**config.mk**
```make
export PLATFORM = sky130hd
export DESIGN_NAME = axil_gpio_slave_flat
export DESIGN_NICKNAME = d
export VERILOG_FILES = /design/src/rtl/axil_gpio_pkg.sv /design/src/rtl/axil_gpio_slave_if.sv /design/src/rtl/gpio_sync.sv /design/src/rtl/axil_gpio_slave.sv /design/src/flat_wrapper.sv
export SDC_FILE = /design/constraint.sdc
export NUM_CORES = 1
export LEC_CHECK = 0
export BUFFER_PORTS_ARGS = -buffer_cell sky130_fd_sc_hd__buf_2
export CAP_MARGIN = 20
export CORE_MARGIN = 2
export CORE_UTILIZATION = 32
export DETAILED_ROUTE_END_ITERATION = 10
export GPL_ROUTABILITY_DRIVEN = 0
export PLACE_DENSITY = 0.51
export REMOVE_ABC_BUFFERS = 1
export SYNTH_ARGS = -nofsm -noshare
export SYNTH_HDL_FRONTEND = slang
export SYNTH_SLANG_ARGS = --single-unit
```
**constraint.sdc**
```tcl
create_clock -name clk_i -period 3 [get_ports clk_i]
set_input_delay 0.45 -clock clk_i [delete_from_list [all_inputs] [get_ports clk_i]]
set_output_delay 0.45 -clock clk_i [all_outputs]
set_load 0.05 [all_outputs]
```
**src/rtl/axil_gpio_pkg.sv**
```systemverilog
// rtl/axil_gpio_pkg.sv - shared offsets, response codes, FSM states and byte-strobe helpers for the AXI-Lite GPIO slave
package axil_gpio_pkg;

    localparam logic [2:0] OFF_DATA_OUT = 3'd0;
    localparam logic [2:0] OFF_DATA_IN  = 3'd1;
    localparam logic [2:0] OFF_DIR      = 3'd2;
    localparam logic [2:0] OFF_IRQ_EN   = 3'd3;
    localparam logic [2:0] OFF_IRQ_STAT = 3'd4;

    localparam logic [1:0] RESP_OKAY   = 2'b00;
    localparam logic [1:0] RESP_SLVERR = 2'b10;

    typedef enum logic {W_IDLE = 1'b0, W_RESP = 1'b1} wr_state_t;
    typedef enum logic {R_IDLE = 1'b0, R_DATA = 1'b1} rd_state_t;

    function automatic logic [31:0] apply_wstrb(input logic [31:0] old_val,
                                                input logic [31:0] new_val,
                                                input logic [3:0]  strb);
        logic [31:0] res;
        for (int b = 0; b < 4; b++) begin
            res[8*b +: 8] = strb[b] ? new_val[8*b +: 8] : old_val[8*b +: 8];
        end
        return res;
    endfunction

    function automatic logic [31:0] strb_mask(input logic [3:0] strb);
        logic [31:0] res;
        for (int b = 0; b < 4; b++) begin
            res[8*b +: 8] = {8{strb[b]}};
        end
        return res;
    endfunction

endpackage

```
**src/rtl/axil_gpio_slave_if.sv**
```systemverilog
// rtl/axil_gpio_slave_if.sv - AXI4-Lite bus bundle between the LSU initiator and the GPIO slave
interface axil_gpio_slave_if #(
    parameter int ADDR_W = 32
);
    logic [ADDR_W-1:0] s_axi_awaddr_i;
    logic              s_axi_awvalid_i;
    logic              s_axi_awready_o;
    logic [31:0]       s_axi_wdata_i;
    logic [3:0]        s_axi_wstrb_i;
    logic              s_axi_wvalid_i;
    logic              s_axi_wready_o;
    logic [1:0]        s_axi_bresp_o;
    logic              s_axi_bvalid_o;
    logic              s_axi_bready_i;
    logic [ADDR_W-1:0] s_axi_araddr_i;
    logic              s_axi_arvalid_i;
    logic              s_axi_arready_o;
    logic [31:0]       s_axi_rdata_o;
    logic [1:0]        s_axi_rresp_o;
    logic              s_axi_rvalid_o;
    logic              s_axi_rready_i;

    modport slave (
        input  s_axi_awaddr_i, s_axi_awvalid_i, s_axi_wdata_i, s_axi_wstrb_i, s_axi_wvalid_i,
               s_axi_bready_i, s_axi_araddr_i, s_axi_arvalid_i, s_axi_rready_i,
        output s_axi_awready_o, s_axi_wready_o, s_axi_bresp_o, s_axi_bvalid_o,
               s_axi_arready_o, s_axi_rdata_o, s_axi_rresp_o, s_axi_rvalid_o
    );

    modport master (
        output s_axi_awaddr_i, s_axi_awvalid_i, s_axi_wdata_i, s_axi_wstrb_i, s_axi_wvalid_i,
               s_axi_bready_i, s_axi_araddr_i, s_axi_arvalid_i, s_axi_rready_i,
        input  s_axi_awready_o, s_axi_wready_o, s_axi_bresp_o, s_axi_bvalid_o,
               s_axi_arready_o, s_axi_rdata_o, s_axi_rresp_o, s_axi_rvalid_o
    );
endinterface

```
**src/rtl/gpio_sync.sv**
```systemverilog
// rtl/gpio_sync.sv - W-wide 2-flop input synchronizer with a previous-sample stage for edge detection
module gpio_sync #(
    parameter int W = 32
) (
    input  logic         i_clk,
    input  logic         i_rst,
    input  logic [W-1:0] i_async,
    output logic [W-1:0] o_sync,
    output logic [W-1:0] o_prev
);
    logic [W-1:0] r_meta;
    logic [W-1:0] r_sync;
    logic [W-1:0] r_prev;

    always_ff @(posedge i_clk) begin
        if (i_rst) begin
            r_meta <= '0;
            r_sync <= '0;
            r_prev <= '0;
        end else begin
            r_meta <= i_async;
            r_sync <= r_meta;
            r_prev <= r_sync;
        end
    end

    assign o_sync = r_sync;
    assign o_prev = r_prev;
endmodule

```
**src/rtl/axil_gpio_slave.sv**
```systemverilog
// rtl/axil_gpio_slave.sv - AXI4-Lite GPIO register bank; AXIL_GPIO_IRQ_EN adds rising-edge interrupts
module axil_gpio_slave
    import axil_gpio_pkg::*;
#(
    parameter int          GPIO_W  = 32,
    parameter int          ADDR_W  = 32,
    parameter logic [31:0] OUT_RST = 32'h0
) (
    input  logic              clk_i,
    input  logic              rst_i,
    axil_gpio_slave_if.slave  s_axi,
    input  logic [GPIO_W-1:0] gpio_i,
    output logic [GPIO_W-1:0] gpio_o,
    output logic [GPIO_W-1:0] gpio_oe_o
`ifdef AXIL_GPIO_IRQ_EN
   ,output logic              irq_o
`endif
);
    wr_state_t         r_wstate, w_wstate_next;
    rd_state_t         r_rstate, w_rstate_next;
    logic              r_awready, r_wready;
    logic [2:0]        r_awoff;
    logic [31:0]       r_wdata;
    logic [3:0]        r_wstrb;
    logic [1:0]        r_bresp;
    logic [31:0]       r_rdata;
    logic [1:0]        r_rresp;
    logic [GPIO_W-1:0] r_data_out, r_dir;
    logic [GPIO_W-1:0] w_data_out_next, w_dir_next;
    logic [GPIO_W-1:0] w_sync, w_prev;
    logic              w_aw_have, w_w_have, w_wr_commit, w_wr_ok;
    logic [2:0]        w_woff, w_roff;
    logic [31:0]       w_wdata, w_wmerged, w_rd_val;
    logic [3:0]        w_wstrb;
    logic [1:0]        w_rd_resp;
`ifdef AXIL_GPIO_IRQ_EN
    logic [GPIO_W-1:0] r_irq_en, r_irq_stat;
    logic [GPIO_W-1:0] w_irq_en_next, w_irq_stat_next, w_irq_clr;
    logic              r_irq;
`endif

    function automatic logic [31:0] zext(input logic [GPIO_W-1:0] v);
        logic [31:0] res;
        res           = '0;
        res[GPIO_W-1:0] = v;
        return res;
    endfunction

    gpio_sync #(.W(GPIO_W)) u_sync (
        .i_clk   (clk_i),
        .i_rst   (rst_i),
        .i_async (gpio_i),
        .o_sync  (w_sync),
        .o_prev  (w_prev)
    );

    // An address/data beat counts as present if already held or arriving this cycle,
    // so a commit can happen on the same edge as the last handshake.
    always_comb begin
        w_aw_have   = !r_awready || s_axi.s_axi_awvalid_i;
        w_w_have    = !r_wready || s_axi.s_axi_wvalid_i;
        w_wr_commit = (r_wstate == W_IDLE) && w_aw_have && w_w_have;
        w_woff      = r_awready ? s_axi.s_axi_awaddr_i[4:2] : r_awoff;
        w_wdata     = r_wready ? s_axi.s_axi_wdata_i : r_wdata;
        w_wstrb     = r_wready ? s_axi.s_axi_wstrb_i : r_wstrb;
        w_wstate_next = r_wstate;
        if (r_wstate == W_IDLE) begin
            if (w_wr_commit) w_wstate_next = W_RESP;
        end else if (s_axi.s_axi_bready_i) begin
            w_wstate_next = W_IDLE;
        end
        w_rstate_next = r_rstate;
        if (r_rstate == R_IDLE) begin
            if (s_axi.s_axi_arvalid_i) w_rstate_next = R_DATA;
        end else if (s_axi.s_axi_rready_i) begin
            w_rstate_next = R_IDLE;
        end
    end

    always_comb begin
        w_data_out_next = r_data_out;
        w_dir_next      = r_dir;
        w_wr_ok         = 1'b0;
        w_wmerged       = '0;
`ifdef AXIL_GPIO_IRQ_EN
        w_irq_en_next   = r_irq_en;
        w_irq_clr       = '0;
`endif
        case (w_woff)
            OFF_DATA_OUT: begin
                w_wr_ok   = 1'b1;
                w_wmerged = apply_wstrb(zext(r_data_out), w_wdata, w_wstrb);
                if (w_wr_commit) w_data_out_next = w_wmerged[GPIO_W-1:0];
            end
            OFF_DATA_IN: w_wr_ok = 1'b1;
            OFF_DIR: begin
                w_wr_ok   = 1'b1;
                w_wmerged = apply_wstrb(zext(r_dir), w_wdata, w_wstrb);
                if (w_wr_commit) w_dir_next = w_wmerged[GPIO_W-1:0];
            end
`ifdef AXIL_GPIO_IRQ_EN
            OFF_IRQ_EN: begin
                w_wr_ok   = 1'b1;
                w_wmerged = apply_wstrb(zext(r_irq_en), w_wdata, w_wstrb);
                if (w_wr_commit) w_irq_en_next = w_wmerged[GPIO_W-1:0];
            end
            OFF_IRQ_STAT: begin
                w_wr_ok   = 1'b1;
                w_wmerged = w_wdata & strb_mask(w_wstrb);
                if (w_wr_commit) w_irq_clr = w_wmerged[GPIO_W-1:0];
            end
`endif
            default: w_wr_ok = 1'b0;
        endcase
`ifdef AXIL_GPIO_IRQ_EN
        // Set is ORed in after the clear so a coincident edge wins.
        w_irq_stat_next = (r_irq_stat & ~w_irq_clr) | (w_sync & ~w_prev);
`endif
    end

    always_comb begin
        w_roff    = s_axi.s_axi_araddr_i[4:2];
        w_rd_val  = '0;
        w_rd_resp = RESP_OKAY;
        case (w_roff)
            OFF_DATA_OUT: w_rd_val = zext(r_data_out);
            OFF_DATA_IN:  w_rd_val = zext(w_sync);
            OFF_DIR:      w_rd_val = zext(r_dir);
`ifdef AXIL_GPIO_IRQ_EN
            OFF_IRQ_EN:   w_rd_val = zext(r_irq_en);
            OFF_IRQ_STAT: w_rd_val = zext(r_irq_stat);
`endif
            default:      w_rd_resp = RESP_SLVERR;
        endcase
    end

    always_ff @(posedge clk_i) begin
        if (rst_i) begin
            r_wstate <= W_IDLE;
            r_rstate <= R_IDLE;
        end else begin
            r_wstate <= w_wstate_next;
            r_rstate <= w_rstate_next;
        end
    end

    always_ff @(posedge clk_i) begin
        if (rst_i) begin
            r_awready  <= 1'b1;
            r_wready   <= 1'b1;
            r_awoff    <= '0;
            r_wdata    <= '0;
            r_wstrb    <= '0;
            r_bresp    <= RESP_OKAY;
            r_rdata    <= '0;
            r_rresp    <= RESP_OKAY;
            r_data_out <= OUT_RST[GPIO_W-1:0];
            r_dir      <= '0;
        end else begin
            if (r_awready && s_axi.s_axi_awvalid_i) begin
                r_awoff   <= s_axi.s_axi_awaddr_i[4:2];
                r_awready <= 1'b0;
            end
            if (r_wready && s_axi.s_axi_wvalid_i) begin
                r_wdata  <= s_axi.s_axi_wdata_i;
                r_wstrb  <= s_axi.s_axi_wstrb_i;
                r_wready <= 1'b0;
            end
            if (w_wr_commit) r_bresp <= w_wr_ok ? RESP_OKAY : RESP_SLVERR;
            if (r_wstate == W_RESP && s_axi.s_axi_bready_i) begin
                r_awready <= 1'b1;
                r_wready  <= 1'b1;
            end
            if (r_rstate == R_IDLE && s_axi.s_axi_arvalid_i) begin
                r_rdata <= w_rd_val;
                r_rresp <= w_rd_resp;
            end
            r_data_out <= w_data_out_next;
            r_dir      <= w_dir_next;
        end
    end

`ifdef AXIL_GPIO_IRQ_EN
    always_ff @(posedge clk_i) begin
        if (rst_i) begin
            r_irq_en   <= '0;
            r_irq_stat <= '0;
            r_irq      <= 1'b0;
        end else begin
            r_irq_en   <= w_irq_en_next;
            r_irq_stat <= w_irq_stat_next;
            r_irq      <= |(w_irq_stat_next & w_irq_en_next);
        end
    end
    assign irq_o = r_irq;
    logic w_unused_bits;
    assign w_unused_bits = ^{s_axi.s_axi_awaddr_i[ADDR_W-1:5], s_axi.s_axi_awaddr_i[1:0],
                             s_axi.s_axi_araddr_i[ADDR_W-1:5], s_axi.s_axi_araddr_i[1:0]};
`else
    logic w_unused_bits;
    assign w_unused_bits = ^{s_axi.s_axi_awaddr_i[ADDR_W-1:5], s_axi.s_axi_awaddr_i[1:0],
                             s_axi.s_axi_araddr_i[ADDR_W-1:5], s_axi.s_axi_araddr_i[1:0], w_prev};
`endif

    assign s_axi.s_axi_awready_o = r_awready;
    assign s_axi.s_axi_wready_o  = r_wready;
    assign s_axi.s_axi_bvalid_o  = (r_wstate == W_RESP);
    assign s_axi.s_axi_bresp_o   = r_bresp;
    assign s_axi.s_axi_arready_o = (r_rstate == R_IDLE);
    assign s_axi.s_axi_rvalid_o  = (r_rstate == R_DATA);
    assign s_axi.s_axi_rdata_o   = r_rdata;
    assign s_axi.s_axi_rresp_o   = r_rresp;
    assign gpio_o                = r_data_out;
    assign gpio_oe_o             = r_dir;
endmodule

```
**src/flat_wrapper.sv**
```systemverilog
// flat-port wrapper written by rule: the top's interface ports become plain ports
module axil_gpio_slave_flat import axil_gpio_pkg::*;
#(
    parameter int          GPIO_W  = 32,
    parameter int          ADDR_W  = 32,
    parameter logic [31:0] OUT_RST = 32'h0
)
  (clk_i, rst_i, gpio_i, gpio_o, gpio_oe_o, s_axi_s_axi_awaddr_i, s_axi_s_axi_awvalid_i, s_axi_s_axi_wdata_i, s_axi_s_axi_wstrb_i, s_axi_s_axi_wvalid_i, s_axi_s_axi_bready_i, s_axi_s_axi_araddr_i, s_axi_s_axi_arvalid_i, s_axi_s_axi_rready_i, s_axi_s_axi_awready_o, s_axi_s_axi_wready_o, s_axi_s_axi_bresp_o, s_axi_s_axi_bvalid_o, s_axi_s_axi_arready_o, s_axi_s_axi_rdata_o, s_axi_s_axi_rresp_o, s_axi_s_axi_rvalid_o);
  axil_gpio_slave_if #(.ADDR_W(ADDR_W)) s_axi_i ();
  input  logic clk_i;
  input  logic rst_i;
  input  logic [GPIO_W-1:0] gpio_i;
  output logic [GPIO_W-1:0] gpio_o;
  output logic [GPIO_W-1:0] gpio_oe_o;
  input wire logic [$bits(s_axi_i.s_axi_awaddr_i)-1:0] s_axi_s_axi_awaddr_i;
  input wire logic [$bits(s_axi_i.s_axi_awvalid_i)-1:0] s_axi_s_axi_awvalid_i;
  input wire logic [$bits(s_axi_i.s_axi_wdata_i)-1:0] s_axi_s_axi_wdata_i;
  input wire logic [$bits(s_axi_i.s_axi_wstrb_i)-1:0] s_axi_s_axi_wstrb_i;
  input wire logic [$bits(s_axi_i.s_axi_wvalid_i)-1:0] s_axi_s_axi_wvalid_i;
  input wire logic [$bits(s_axi_i.s_axi_bready_i)-1:0] s_axi_s_axi_bready_i;
  input wire logic [$bits(s_axi_i.s_axi_araddr_i)-1:0] s_axi_s_axi_araddr_i;
  input wire logic [$bits(s_axi_i.s_axi_arvalid_i)-1:0] s_axi_s_axi_arvalid_i;
  input wire logic [$bits(s_axi_i.s_axi_rready_i)-1:0] s_axi_s_axi_rready_i;
  output wire logic [$bits(s_axi_i.s_axi_awready_o)-1:0] s_axi_s_axi_awready_o;
  output wire logic [$bits(s_axi_i.s_axi_wready_o)-1:0] s_axi_s_axi_wready_o;
  output wire logic [$bits(s_axi_i.s_axi_bresp_o)-1:0] s_axi_s_axi_bresp_o;
  output wire logic [$bits(s_axi_i.s_axi_bvalid_o)-1:0] s_axi_s_axi_bvalid_o;
  output wire logic [$bits(s_axi_i.s_axi_arready_o)-1:0] s_axi_s_axi_arready_o;
  output wire logic [$bits(s_axi_i.s_axi_rdata_o)-1:0] s_axi_s_axi_rdata_o;
  output wire logic [$bits(s_axi_i.s_axi_rresp_o)-1:0] s_axi_s_axi_rresp_o;
  output wire logic [$bits(s_axi_i.s_axi_rvalid_o)-1:0] s_axi_s_axi_rvalid_o;
  assign s_axi_i.s_axi_awaddr_i = s_axi_s_axi_awaddr_i;
  assign s_axi_i.s_axi_awvalid_i = s_axi_s_axi_awvalid_i;
  assign s_axi_i.s_axi_wdata_i = s_axi_s_axi_wdata_i;
  assign s_axi_i.s_axi_wstrb_i = s_axi_s_axi_wstrb_i;
  assign s_axi_i.s_axi_wvalid_i = s_axi_s_axi_wvalid_i;
  assign s_axi_i.s_axi_bready_i = s_axi_s_axi_bready_i;
  assign s_axi_i.s_axi_araddr_i = s_axi_s_axi_araddr_i;
  assign s_axi_i.s_axi_arvalid_i = s_axi_s_axi_arvalid_i;
  assign s_axi_i.s_axi_rready_i = s_axi_s_axi_rready_i;
  assign s_axi_s_axi_awready_o = s_axi_i.s_axi_awready_o;
  assign s_axi_s_axi_wready_o = s_axi_i.s_axi_wready_o;
  assign s_axi_s_axi_bresp_o = s_axi_i.s_axi_bresp_o;
  assign s_axi_s_axi_bvalid_o = s_axi_i.s_axi_bvalid_o;
  assign s_axi_s_axi_arready_o = s_axi_i.s_axi_arready_o;
  assign s_axi_s_axi_rdata_o = s_axi_i.s_axi_rdata_o;
  assign s_axi_s_axi_rresp_o = s_axi_i.s_axi_rresp_o;
  assign s_axi_s_axi_rvalid_o = s_axi_i.s_axi_rvalid_o;
  axil_gpio_slave #(.GPIO_W(GPIO_W), .ADDR_W(ADDR_W), .OUT_RST(OUT_RST)) u_core (.clk_i(clk_i), .rst_i(rst_i), .s_axi(s_axi_i), .gpio_i(gpio_i), .gpio_o(gpio_o), .gpio_oe_o(gpio_oe_o));
endmodule
```
==> impl_metrics.env <==
export IMPL_antenna_cells=0
export IMPL_worstSetupPathType="reg -> reg"
export IMPL_netlist_top_cells_area="dfxtp_1 51%, nor2b_1 10%, mux2_2 9.6%"
export IMPL_h_tree_depth=1
export IMPL_dieArea_sq_um=26560
export IMPL_place_ws_ns=0.5477
export IMPL_worstPathArrival_ns=2.82
export IMPL_wl_per_cell_microns=16.73
export IMPL_period_share_pct=81.14
export IMPL_portBuffers=183
export IMPL_synthArstFlopShare_pct=0
export IMPL_detailed_place_hpwl_microns=13940
export IMPL_clkTransAtPathRegs_ns=0.06
export IMPL_hold_path_class="in -> reg"
export IMPL_coreArea_sq_um=24960
export IMPL_syn_area_per_cell_sq_um=10.01
export IMPL_groute_usage_overall_pct=16.06
export IMPL_ys_flop_type="dfxtp_1"
export IMPL_cts_sinks=205
export IMPL_initial_utilization_pct=32.39
export IMPL_critPathLaunchType="flip-flop"
export IMPL_finalSetupViolCount=0
export IMPL_grt_pass1_vias=5757
export IMPL_postPlaceCellArea_sq_um=9346
export IMPL_vias_per_cell=4.651
export IMPL_cts_tree="yes"
export IMPL_synth_most_common_cell="dfxtp_1"
export IMPL_fmax_ghz=0.4108
export IMPL_fp_dieH_microns=163.0
export IMPL_post_route_cell_area_sq_um=10080
export IMPL_boundaryPins=244
export IMPL_cts_buffers=24
export IMPL_setup_slack_ns=0.5659
export IMPL_grt_ovfl_total=0
export IMPL_finalClockSkew_ns=0.01140
export IMPL_antenna_found_initial=1
export IMPL_required_ns=3.39
export IMPL_worst_slew_pin_transition_ns=0.8325
export IMPL_vias=6126
export IMPL_drive_above_1_share_pct=32.02
export IMPL_status="finished clean"
export IMPL_slew_violations=0
export IMPL_powerDensity_nw_per_um2=613.6
export IMPL_rsz0062_at_grt="false"
export IMPL_drt_iter0_drc=220
export IMPL_syn2layout_area_growth_pct=24.68
export IMPL_clock_root_buffer="clkbuf_16"
export IMPL_rows=58
export IMPL_netlist_area_sq_um=8087
export IMPL_ant_nets=0
export IMPL_ys_ff_latch=205
export IMPL_yosysTopAreaCellShare_pct=50.75
export IMPL_leakage_nw=4.526
export IMPL_die_w_microns=163.0
export IMPL_cts_hold_buf=0
export IMPL_endpoint_kind="flip-flop"
export IMPL_multiInputGateArea_sq_um=3769
export IMPL_peakVddDrop_v=0.0003494
export IMPL_synthCells=808
export IMPL_post_cts_resized=0
export IMPL_grt_pass1_wl_microns=33280
export IMPL_post_cts_buffers=0
export IMPL_cts_buffer_depth=3
export IMPL_ys_seq_area_share_pct=50.75
export IMPL_finalCriticalPeriod_ns=2.434
export IMPL_synth_area_leader_cell="dfxtp_1"
export IMPL_wirelength_microns=22030
export IMPL_yosysWarnings=0
export IMPL_synthTopCellsByCount="205 x dfxtp_1, 131 x nor2b_1, 77 x nand2_1, 69 x mux2_2"
export IMPL_nets=1112
export IMPL_synth_edff_count=0
export IMPL_grt_max_degree=74
export IMPL_drc=0
export IMPL_maxCapViolCount=0
export IMPL_insertion_delay_ns=0.51
export IMPL_critPathMaxFanout=12
export IMPL_relSlewSlack_pct=44.30
export IMPL_fillers=2572
export IMPL_dr_pass1_iters=4
export IMPL_hold_viol_final=0
export IMPL_whs_path_depth=2
export IMPL_r2r_cells=5
export IMPL_yosysUniqueCellTypes=24
export IMPL_ff_latch_area_sq_um=4105
[worst max-delay path, stage by stage (launching register included)]
cell	delay [ns]
dfxtp_1	0.58
or3b_2	0.53
a2111oi_4	0.30
buf_4	0.24
nand3_2	0.30
mux2_2	0.38
[routing by layer]
layer	up-vias	track usage, %	wire [microns]
li1	3060	-	-
met1	2893	21.19	10170
met2	141	26.83	10160
met3	30	3.845	1366
met4	2	3.218	316
met5	-	0	12
[metrics by stage]
step	std cells	power (mW)	hold WS [ns]	TNS [ns]	util [%]
global placement	1277	3.518	0.4160	0	37.44
CTS	1317	6.292	0.1288	0	40.39
floorplan	750	3.250	0.4138	-25.30	-
detailed placement	1277	3.523	0.4204	0	37.44
global route	1317	6.443	0.1395	0	40.39
finish	1317	6.186	0.1500	0	40.39
[final timing paths]
path                                                   start                  endpoint  slack, ns
worst max register to register  u_core.s_axi.s_axi_awready_o      u_core.gpio_oe_o[13]       0.57
worst min register to register      u_core.u_sync.r_meta[19]  u_core.u_sync.o_sync[19]       0.43
worst max-delay path            u_core.s_axi.s_axi_awready_o      u_core.gpio_oe_o[13]       0.57
worst min-delay path                               gpio_i[3]   u_core.u_sync.r_meta[3]       0.15
[power breakdown]
part	internal, mW	switching, mW
clock network	1.63	1.10
registers	2.82	0.0464
logic	0.208	0.380
[flip-flops by register name, indices dropped and copies added, names as in the netlist]
name                          cells
u_core.s_axi.s_axi_wready_o       1
u_core.s_axi.s_axi_rvalid_o       1
u_core.s_axi.s_axi_awready_o      1
u_core.u_sync.r_meta             32
u_core.r_wstrb                    4
u_core.gpio_o                    32
u_core.s_axi.s_axi_bresp_o        1
u_core.gpio_oe_o                 32
u_core.u_sync.o_sync             32
u_core.r_awoff                    3
u_core.s_axi.s_axi_rdata_o       32
u_core.r_wdata                   32
u_core.s_axi.s_axi_bvalid_o       1
u_core.s_axi.s_axi_rresp_o        1
[layout make-up]
class                      instances  area share, %
clock buffer                      37          7.148
timing repair buffer             197          10.44
sequential                       205          40.72
multi-input combinational        543          37.38
tap                              330          4.095
inverter                           2        0.07446
clock inverter                     3         0.1489
[kinds of logic after synthesis]
logic type,after synthesis,synth area share [%]
and+or+nand+nor,294,18.66
DFF,205,50.75
muxes,135,17.78
AOI/OAI and AO/OA,112,9.748
buffers and inverters,61,3.017
other,1,0.04637
[cell usage in the layout (no fill, tap or decap)]
cell / instances
inv_1: 2
dfxtp_2: 1
nor2b_4: 1
buf_4: 12
mux2_2: 69
nand3_1: 3
nand2b_1: 3
nand2_2: 1
nor2_1: 66
or3_2: 1
o2bb2ai_1: 32
nor2b_1: 130
nor3_1: 2
a22oi_1: 32
nand2b_2: 1
conb_1: 2
clkbuf_16: 25
a211oi_1: 1
mux2i_1: 66
dfxtp_1: 204
a211oi_4: 1
a21oi_1: 45
buf_6: 1
or3b_2: 1
buf_2: 182
buf_12: 2
clkinv_2: 3
nand3_2: 8
and2_2: 1
clkbuf_8: 5
clkbuf_1: 7
a2111oi_4: 1
nand2_1: 76
(Power assumes the default switching activity.)
